**config.mk**
```make
export PLATFORM = sky130hd
export DESIGN_NAME = layer_scanner
export DESIGN_NICKNAME = d
export VERILOG_FILES = /design/src/rtl/layer_scanner.sv
export SDC_FILE = /design/constraint.sdc
export NUM_CORES = 1
export LEC_CHECK = 0
export ABC_CLOCK_PERIOD_IN_PS = 3650
export BUFFER_PORTS_ARGS = -buffer_cell sky130_fd_sc_hd__buf_2
export CORE_ASPECT_RATIO = 1.75
export CORE_MARGIN = 8
export CORE_UTILIZATION = 57
export CTS_CLUSTER_SIZE = 14
export DETAILED_ROUTE_END_ITERATION = 7
export GPL_TIMING_DRIVEN = 0
export HOLD_SLACK_MARGIN = 0.1
export PLACE_DENSITY_LB_ADDON = 0.15
export SYNTH_ARGS = -nofsm -noshare
export SYNTH_HDL_FRONTEND = slang
export SYNTH_SLANG_ARGS = --single-unit
```
**constraint.sdc**
```tcl
create_clock -name clk -period 3.65 [get_ports clk]
set_clock_uncertainty 0.1 [all_clocks]
set_input_delay 0.365 -clock clk [delete_from_list [all_inputs] [get_ports clk]]
set_output_delay 0.365 -clock clk [all_outputs]
set_load 0.03 [all_outputs]
```
**src/rtl/layer_scanner.sv**
```systemverilog
// One-hot LED layer driver: blanking gap before each layer, programmable hold,
// single-layer or free-running auto-scan with graceful stop and frame pulse.
module layer_scanner #(
  parameter int unsigned NUM_LAYERS   = 8,
  parameter int unsigned HOLD_CYCLES  = 375000,
  parameter int unsigned BLANK_CYCLES = 16,
  parameter int unsigned LW           = $clog2(NUM_LAYERS),
  parameter int unsigned CW           = $clog2(((HOLD_CYCLES > BLANK_CYCLES) ?
                                                HOLD_CYCLES : BLANK_CYCLES) + 1)
) (
  input  logic                  clk,
  input  logic                  rst_n,
  input  logic                  start,
  input  logic                  auto_mode,
  input  logic                  stop,
  input  logic [LW-1:0]         layer_i,
  output logic                  done,
  output logic                  blank,
  output logic [NUM_LAYERS-1:0] layer_out,
  output logic [LW-1:0]         layer_idx,
  output logic                  frame_done,
  output logic                  start_err
);

  typedef enum logic [1:0] {
    S_IDLE   = 2'd0,
    S_BLANK  = 2'd1,
    S_ACTIVE = 2'd2
  } state_t;

  localparam logic [CW-1:0] HOLD_LAST  = CW'(HOLD_CYCLES - 1);
  localparam logic [CW-1:0] BLANK_LAST = CW'((BLANK_CYCLES > 0) ? BLANK_CYCLES - 1 : 0);
  localparam logic [LW-1:0] LAST_LAYER = LW'(NUM_LAYERS - 1);
  localparam state_t        LOAD_STATE = (BLANK_CYCLES == 0) ? S_ACTIVE : S_BLANK;

  state_t                  r_state;
  logic [CW-1:0]           r_cnt;
  logic [LW-1:0]           r_idx;
  logic                    r_auto;
  logic                    r_stop_pend;
  logic                    r_done;
  logic                    r_blank;
  logic [NUM_LAYERS-1:0]   r_layer_out;
  logic                    r_frame_done;
  logic                    r_start_err;

  state_t                  w_state_nxt;
  logic [CW-1:0]           w_cnt_nxt;
  logic [LW-1:0]           w_idx_nxt;
  logic                    w_auto_nxt;
  logic                    w_stop_nxt;
  logic                    w_start_bad;
  logic                    w_in_range;
  logic                    w_done_nxt;
  logic                    w_blank_nxt;
  logic [NUM_LAYERS-1:0]   w_layer_nxt;
  logic                    w_frame_nxt;

  // Only a non-power-of-two layer count can receive an out-of-range index.
  if (NUM_LAYERS < (2 ** LW)) begin : g_range
    assign w_in_range = (layer_i < LW'(NUM_LAYERS));
  end else begin : g_full
    assign w_in_range = 1'b1;
  end

  // State register plus registered outputs.
  always_ff @(posedge clk) begin
    if (!rst_n) begin
      r_state      <= S_IDLE;
      r_cnt        <= '0;
      r_idx        <= '0;
      r_auto       <= 1'b0;
      r_stop_pend  <= 1'b0;
      r_done       <= 1'b1;
      r_blank      <= 1'b0;
      r_layer_out  <= '0;
      r_frame_done <= 1'b0;
      r_start_err  <= 1'b0;
    end else begin
      r_state      <= w_state_nxt;
      r_cnt        <= w_cnt_nxt;
      r_idx        <= w_idx_nxt;
      r_auto       <= w_auto_nxt;
      r_stop_pend  <= w_stop_nxt;
      r_done       <= w_done_nxt;
      r_blank      <= w_blank_nxt;
      r_layer_out  <= w_layer_nxt;
      r_frame_done <= w_frame_nxt;
      r_start_err  <= w_start_bad;
    end
  end

  // Next-state logic; the shared counter restarts from zero on every state entry.
  always_comb begin
    w_state_nxt = r_state;
    w_cnt_nxt   = '0;
    w_idx_nxt   = r_idx;
    w_auto_nxt  = r_auto;
    w_stop_nxt  = r_stop_pend;
    w_start_bad = 1'b0;
    unique case (r_state)
      S_IDLE: begin
        w_stop_nxt = 1'b0;
        if (start) begin
          if (w_in_range) begin
            w_idx_nxt   = layer_i;
            w_auto_nxt  = auto_mode;
            w_state_nxt = LOAD_STATE;
          end else begin
            w_start_bad = 1'b1;
          end
        end
      end
      S_BLANK: begin
        w_stop_nxt = r_stop_pend | stop;
        if (r_cnt == BLANK_LAST) begin
          w_state_nxt = S_ACTIVE;
        end else begin
          w_cnt_nxt = r_cnt + CW'(1);
        end
      end
      S_ACTIVE: begin
        w_stop_nxt = r_stop_pend | stop;
        if (r_cnt == HOLD_LAST) begin
          if (!r_auto || r_stop_pend) begin
            w_state_nxt = S_IDLE;
            w_stop_nxt  = 1'b0;
          end else begin
            w_idx_nxt   = (r_idx == LAST_LAYER) ? '0 : r_idx + LW'(1);
            w_state_nxt = LOAD_STATE;
          end
        end else begin
          w_cnt_nxt = r_cnt + CW'(1);
        end
      end
      default: w_state_nxt = S_IDLE;
    endcase
  end

  // Output decode from the next state so every output leaves a flop.
  always_comb begin
    w_done_nxt  = (w_state_nxt == S_IDLE);
    w_blank_nxt = (w_state_nxt == S_BLANK);
    w_layer_nxt = '0;
    if (w_state_nxt == S_ACTIVE) begin
      w_layer_nxt = NUM_LAYERS'(1) << w_idx_nxt;
    end
    // High during the final hold cycle of the last layer while auto-scanning.
    w_frame_nxt = (w_state_nxt == S_ACTIVE) && (w_cnt_nxt == HOLD_LAST) &&
                  (w_idx_nxt == LAST_LAYER) && w_auto_nxt;
  end

  assign done       = r_done;
  assign blank      = r_blank;
  assign layer_out  = r_layer_out;
  assign layer_idx  = r_idx;
  assign frame_done = r_frame_done;
  assign start_err  = r_start_err;

endmodule

```
==> impl_metrics.env, run 1 <==
export IMPL_status="completed"
export IMPL_dp_final_hpwl_mm=3.393
export IMPL_numCtsBuffers=5
export IMPL_clk_latency_ns=0.29
export IMPL_r2r_slack_ns=0.67
export IMPL_syn_inst=231
export IMPL_synth_edf_count=0
export IMPL_via_count=1731
export IMPL_gr_usage_met3=0.03155
export IMPL_wl_mm=4.436
export IMPL_cp_depth=9
export IMPL_htreeDepth=2
export IMPL_synth_area_leader_cell="dfxtp_1"
export IMPL_cts_clk_slew_worst_paths_ns=0.08
export IMPL_cts_hold_buf=0
export IMPL_synthDistinctLibCells=51
export IMPL_setup_tns_ns=0
export IMPL_hold_path_class="in2reg"
export IMPL_antenna_found_initial=0
export IMPL_cts_tree="done"
export IMPL_slowest_stage="or4_1"
export IMPL_synth_net_count=247
export IMPL_hold_viol_final=0
export IMPL_grt_usage=0.1710
export IMPL_wl_per_cell_um=14.54
export IMPL_drtIter0Drc=52
export IMPL_cts_setup_buffers=0
export IMPL_path_class="reg2reg"
export IMPL_grt_overflow=0
export IMPL_finalSetupViolCount=0
export IMPL_die_area_mm2=0.005677
export IMPL_die_w_um=60.49
export IMPL_antennaDiodeCount=0
export IMPL_grtUsageMet1=0.1828
export IMPL_grt_pass1_vias=1683
export IMPL_drv_slew=0
export IMPL_power_leakage_nw=0.8958
export IMPL_fin_nets=275
export IMPL_cts_path_max_buffers=2
export IMPL_yosysSeqAreaShare=0.3752
export IMPL_cp_slowest_stage_delay_ns=0.59
export IMPL_worst_setup_path_start_kind="register"
export IMPL_io_pin_count=23
export IMPL_grt_pass1_wl_mm=7.631
export IMPL_synthArstFlopShare=0
export IMPL_synth_warnings=0
export IMPL_syn_to_final_growth_pct=14.01
export IMPL_power_density_mw_per_mm2=374.8
export IMPL_fp_dieH_um=93.86
export IMPL_min_delay_path_depth=3
export IMPL_synthTopCellsByArea="dfxtp_1 38%, nor2_1 6.1%, ha_1 5.1%"
export IMPL_cts_sinks=37
export IMPL_core_area_mm2=0.003363
export IMPL_period_share=0.8152
export IMPL_multi_input_area_mm2=0.001156
export IMPL_cts_resized=0
export IMPL_post_route_min_period_ns=2.975
export IMPL_critical_path_top_delay_family="simple AND/OR/NAND/NOR gates"
export IMPL_crit_chain="ha_1, buf_2, nand4_1, or4_1, o21ai_0, a21boi_0, nand2_1, clkbuf_1, nor2_1"
export IMPL_required_ns=3.71
export IMPL_rsz0062_at_grt="no"
export IMPL_synth_top_area_frac=0.3752
export IMPL_yosys_most_used_dff="dfxtp_1"
export IMPL_dr_pass1_iters=4
export IMPL_grt_start_max_net_pins=14
export IMPL_rows=28
export IMPL_busiest_layer="met2"
export IMPL_final_util=0.6693
export IMPL_vias_per_cell=5.675
export IMPL_antenna_left=0
export IMPL_vdd_ir_drop_max_v=0.0002848
export IMPL_start_util=0.5871
export IMPL_place_gp_congestion=0.9666
export IMPL_seq_area_um2=740.7
export IMPL_maxCapViolations=0
export IMPL_fillers=326
export IMPL_reg2reg_depth=9
export IMPL_syn_area_mm2=0.001974
export IMPL_cp_max_fo=10
export IMPL_ys_seq_elements=37
export IMPL_path_buf_inv=2
export IMPL_drive_above_1_share=0.1654
export IMPL_port_buffers=21
export IMPL_critPathCaptureType="register"
export IMPL_worst_slew_pin_slew_ns=0.7102
export IMPL_max_freq_mhz=336.1
export IMPL_drcViolationCount=0
export IMPL_use_met2=0.2975
export IMPL_root_buffer="clkbuf_8"
export IMPL_maxSlewHeadroom=0.5223
export IMPL_crit_arrival_ns=3.04
export IMPL_syn_mean_instance_area_um2=8.547
power breakdown:
group	leakage (nW)	switching (mW)	total (mW)	internal, mW
logic	0.542	0.0440	0.0691	0.0251
registers	0.299	0.00626	0.416	0.410
clock network	0.0543	0.154	0.358	0.204
total	0.896	0.204	0.844	0.640
cell usage in the layout, fill, tap and decap left out, types with 3 or more instances in the layout:
master / Yosys / routed
xor2_1: 11 / 11
clkbuf_1: 6 / 6
nand4_1: 5 / 5
and4_1: 4 / 4
ha_1: 8 / 8
buf_2: 5 / 26
xnor2_1: 7 / 7
nor3_1: 6 / 6
nand2_1: 16 / 16
and3_1: 5 / 5
inv_1: 6 / 6
and2_1: 7 / 7
dfxtp_1: 37 / 37
nor2_1: 32 / 32
nor4_2: 3 / 3
o31ai_1: 4 / 4
nor2b_1: 3 / 3
nand3b_1: 3 / 3
clkbuf_8: 0 / 5
o21ai_0: 6 / 6
nor3b_1: 3 / 3
a21oi_1: 7 / 7
nand3_1: 10 / 10
layer usage:
| layer | vias to the layer above | share of wire | routed length, µm |
|---|---|---|---|
| li1 | 873 | - | - |
| met3 | 13 | 0.045 | 201 |
| met4 | 0 | 0.040 | 177 |
| met5 | - | 0 | 0 |
| met2 | 35 | 0.52 | 2301 |
| met1 | 810 | 0.40 | 1755 |
stage by stage:
step           instance area [µm²]  instances  hold slack [ns]  setup WS, ns  total power, mW
2_1_floorplan                 1974        231           0.3324         1.046           0.4729
3_3_place_gp                  2136        297           0.3575        0.7315           0.4933
3_5_place_dp                  2136        297           0.3616        0.6981           0.4951
4_1_cts                       2251        305           0.2916        0.6742           0.8498
5_1_grt                       2251        305           0.3012        0.4473           0.8701
6_report                      2251        305           0.2849        0.6746           0.8436
worst paths after layout:
path,from,to
max reg2reg,r_cnt[0],r_cnt[17]
min,auto_mode,r_auto
max,r_cnt[0],r_cnt[17]
min reg2reg,r_cnt[0],r_cnt[0]
cells in the mapped netlist (3+ instances only):
cell type / count
xnor2_1: 7
nor3b_1: 3
nor2_1: 32
and2_1: 7
a21oi_1: 7
o31ai_1: 4
xor2_1: 11
ha_1: 8
o21ai_0: 6
nand4_1: 5
nand2_1: 16
inv_1: 6
nor3_1: 6
clkbuf_1: 6
dfxtp_1: 37
nand3b_1: 3
nor2b_1: 3
buf_2: 5
and3_1: 5
nor4_2: 3
nand3_1: 10
and4_1: 4
sequential cells by signal, summed over array words and instances (netlist names):
signal,cells
r_auto,1
layer_out,8
r_cnt,19
done,1
layer_idx,3
blank,1
r_state,2
frame_done,1
r_stop_pend,1
cell type report:
| class | instances | share of cell area |
|---|---|---|
| inverters | 6 | 0.01001 |
| clock buffers | 5 | 0.03057 |
| clock inverters | 3 | 0.02057 |
| plain buffers | 12 | 0.02446 |
| multi-input cells | 176 | 0.5136 |
| repair buffers | 21 | 0.04669 |
| well taps | 45 | 0.02501 |
| flip-flops and latches | 37 | 0.3291 |
worst register-to-register path: stages, from the launching register on:
cell and delay, ns:
dfxtp_1 0.40, ha_1 0.17, buf_2 0.19, nand4_1 0.15, or4_1 0.59, o21ai_0 0.16, a21boi_0 0.26, nand2_1 0.28
clkbuf_1 0.43, nor2_1 0.11
cell families (layout without fill, tap and decap cells):
family                   after synthesis  count (layout)  share of synthesized area
AO/OA/AOI/OAI                         33              33                     0.1172
XOR/XNOR                              18              18                    0.07985
adder cells (fa/ha/maj)                9               9                    0.05577
buffers and inverters                 18              47                    0.03929
flip-flops                            37              37                     0.3752
multiplexers                           2               2                    0.01014
other                                  1               1                   0.001899
AND/OR/NAND/NOR                      113             113                     0.3207
Power figures use the tool's default switching activity.
==> run 2: changes to the inputs <==
--- a/config.mk
+++ b/config.mk
@@ -5,11 +5,12 @@
 export SDC_FILE = /design/constraint.sdc
 export NUM_CORES = 1
 export LEC_CHECK = 0
-export ABC_CLOCK_PERIOD_IN_PS = 3650
+export ABC_AREA = 1
+export ABC_CLOCK_PERIOD_IN_PS = 2700
 export BUFFER_PORTS_ARGS = -buffer_cell sky130_fd_sc_hd__buf_2
 export CORE_ASPECT_RATIO = 1.75
 export CORE_MARGIN = 8
-export CORE_UTILIZATION = 57
+export CORE_UTILIZATION = 53
 export CTS_CLUSTER_SIZE = 14
 export DETAILED_ROUTE_END_ITERATION = 7
 export GPL_TIMING_DRIVEN = 0
==> constraint.sdc (replaced) <==
create_clock -name clk -period 2.7 [get_ports clk]
set_clock_uncertainty 0.1 [all_clocks]
set_input_delay 0.27 -clock clk [delete_from_list [all_inputs] [get_ports clk]]
set_output_delay 0.27 -clock clk [all_outputs]
set_load 0.03 [all_outputs]
==> impl_metrics.env, run 2 <==
export IMPL_syn_mean_instance_area_um2=6.318
export IMPL_required_ns=2.83
export IMPL_crit_chain="inv_1, ha_1, buf_2, inv_1, nor3_1, nand2_1, nor2_1, nand2_1, nor2_1, nand2_1, nor2_1, nand4_1, nor2_1"
export IMPL_root_buffer="clkbuf_8"
export IMPL_die_area_mm2=0.006486
export IMPL_ys_seq_elements=37
export IMPL_syn_to_final_growth_pct=12.95
export IMPL_start_util=0.5388
export IMPL_power_leakage_nw=1.138
export IMPL_cp_slowest_stage_delay_ns=0.38
export IMPL_finalPower_mw=1.170
export IMPL_fin_nets=388
export IMPL_die_w_um=64.41
export IMPL_io_pin_count=23
export IMPL_setup_tns_ns=0
export IMPL_cts_tree="done"
export IMPL_synth_net_count=360
export IMPL_antenna_left=0
export IMPL_yosys_most_used_dff="dfxtp_1"
export IMPL_slowest_stage="dfxtp_1"
export IMPL_yosysMostFrequentCell="nand2_1"
export IMPL_cts_path_max_buffers=2
export IMPL_dp_final_hpwl_mm=4.230
export IMPL_cts_hold_buf=0
export IMPL_drv_slew=0
export IMPL_antennaDiodeCount=0
export IMPL_crit_arrival_ns=2.33
export IMPL_grt_usage=0.1695
export IMPL_timing_hold_ws_ns=0.2142
export IMPL_worst_setup_path_start_kind="register"
export IMPL_synth_warnings=0
export IMPL_critical_path_top_delay_family="simple AND/OR/NAND/NOR gates"
export IMPL_power_density_mw_per_mm2=476.5
export IMPL_mostFrequentLayoutCells="90 x nand2_1, 70 x nor2_1, 50 x inv_1, 37 x dfxtp_1, 26 x nand3_1"
export IMPL_synth_top_area_frac=0.3408
export IMPL_grt_pass1_vias=2085
export IMPL_pwr_share_seq=0.481
export IMPL_cp_max_fo=9
export IMPL_post_route_min_period_ns=2.203
export IMPL_numCtsBuffers=5
export IMPL_hold_path_class="in2reg"
export IMPL_synth_common_cells="90 x nand2_1, 70 x nor2_1, 50 x inv_1"
export IMPL_synth_area_leader_cell="dfxtp_1"
export IMPL_cts_setup_buffers=0
export IMPL_synthArstFlopShare=0
export IMPL_vdd_ir_drop_max_v=0.0005452
export IMPL_synth_edf_count=0
export IMPL_power_frac_clock=0.416
export IMPL_crit_top_cell="nor2_1"
export IMPL_critPathCaptureType="register"
export IMPL_cts_sinks=37
export IMPL_htreeDepth=2
export IMPL_largest_reg_flops=19
export IMPL_wl_mm=5.192
export IMPL_drcViolationCount=0
export IMPL_drive_above_1_share=0.1528
export IMPL_syn_inst=344
export IMPL_p_switching_mw=0.3014
export IMPL_fp_dieH_um=100.7
export IMPL_wl_per_cell_um=12.30
export IMPL_finalSetupViolCount=0
export IMPL_port_buffers=21
export IMPL_final_common_cell="nand2_1"
export IMPL_place_gp_congestion=0.9383
export IMPL_path_class="reg2reg"
export IMPL_vias_per_cell=5.043
export IMPL_regMostFlops="r_cnt"
export IMPL_period_share=0.8160
export IMPL_rsz0062_at_grt="no"
export IMPL_path_buf_inv=3
export IMPL_rows=31
export IMPL_dr_pass1_iters=4
export IMPL_grt_pass1_wl_mm=8.852
export IMPL_antenna_found_initial=0
export IMPL_sw_frac_of_total=0.2577
export IMPL_core_area_mm2=0.004034
export IMPL_cts_clk_slew_worst_paths_ns=0.08
export IMPL_power_report_internal_total_mw=0.8683
export IMPL_via_count=2128
export IMPL_synthTopCellsByArea="dfxtp_1 34%, nand2_1 16%, nor2_1 12%"
export IMPL_max_freq_mhz=453.9
export IMPL_synthDistinctLibCells=25
export IMPL_combPwrFrac=0.103
export IMPL_maxCapViolations=0
export IMPL_drtIter0Drc=68
export IMPL_yosysSeqAreaShare=0.3408
export IMPL_grt_overflow=0
export IMPL_clk_latency_ns=0.29
export IMPL_grt_start_max_net_pins=14
export IMPL_hold_viol_final=0
export IMPL_cts_resized=0
export IMPL_status="completed"
export IMPL_syn_area_mm2=0.002173
run 2: cell count changes after synthesis, sizes merged, moves of 5 or more:
cell | previous run | this run
nor2 | 32 | 78
inv | 6 | 52
clkbuf | 6 | 0
and2 | 7 | 0
nand2 | 16 | 100
xor2 | 11 | 2
and3 | 5 | 0
nand3 | 11 | 29
nor4 | 5 | 0
xnor2 | 7 | 0
run 2: routing by layer:
layer	track usage	vias to the layer above	part of all wire
met5	0	-	0
met4	0.09459	0	0.043
met3	0.02673	15	0.024
met2	0.3223	43	0.53
met1	0.1649	950	0.40
li1	-	1120	-
run 2: layout make-up:
class / instances / area (µm²)
sequential: 37 / 740.7
inverter: 52 / 195.2
multi-input combinational: 252 / 1220
buffer: 3 / 17.52
tap: 49 / 61.31
clock buffer: 5 / 68.82
fill: 414 / 1579
clock inverter: 3 / 46.29
timing repair buffer: 21 / 105.1
run 2: worst reg2reg max path, cell delays in order, from the launching register on:
cell     delay, ns
dfxtp_1       0.38
inv_1         0.10
ha_1          0.29
buf_2         0.22
inv_1         0.15
nor3_1        0.19
nand2_1       0.08
nor2_1        0.09
nand2_1       0.05
nor2_1        0.09
nand2_1       0.06
nor2_1        0.13
nand4_1       0.11
nor2_1        0.11
run 2: power by group through the flow:
| stage | clock (mW) | combinational (mW) | sequential (mW) |
|---|---|---|---|
| after floorplan | 0 | 0.0762 | 0.587 |
| after global placement | 0 | 0.119 | 0.575 |
| after detailed placement | 0 | 0.120 | 0.575 |
| after CTS | 0.496 | 0.121 | 0.562 |
| after global routing | 0.511 | 0.136 | 0.564 |
| final | 0.487 | 0.121 | 0.562 |
run 2: cells by family (layout without fill, tap and decap cells):
family	after synthesis	after routing	synth area share
simple gates	225	225	0.4600
buf+inv	55	84	0.09787
flops	37	37	0.3408
compound gates	16	16	0.04547
fa+ha+maj	8	8	0.04606
xor+xnor	2	2	0.008061
other cells	1	1	0.001725
run 2: path summary, 6_finish.rpt:
path                                  from          to  slack (ns)  cells after the start
worst max-delay path            r_state[0]  frame_done        0.50                     13
worst min-delay path                 rst_n  r_state[1]        0.21                      3
worst max register to register  r_state[0]  frame_done        0.50                     13
worst min register to register    r_cnt[0]    r_cnt[0]        0.38                      1
run 2: per-stage QoR:
step,setup WS [ns],instance area (µm²),utilization,cells
after floorplan,0.9124,2173,-,344
after global placement,0.5381,2340,0.5800,414
after detailed placement,0.5167,2340,0.5800,414
after CTS,0.4973,2455,0.6086,422
after global routing,0.1808,2455,0.6086,422
final,0.4967,2455,0.6086,422
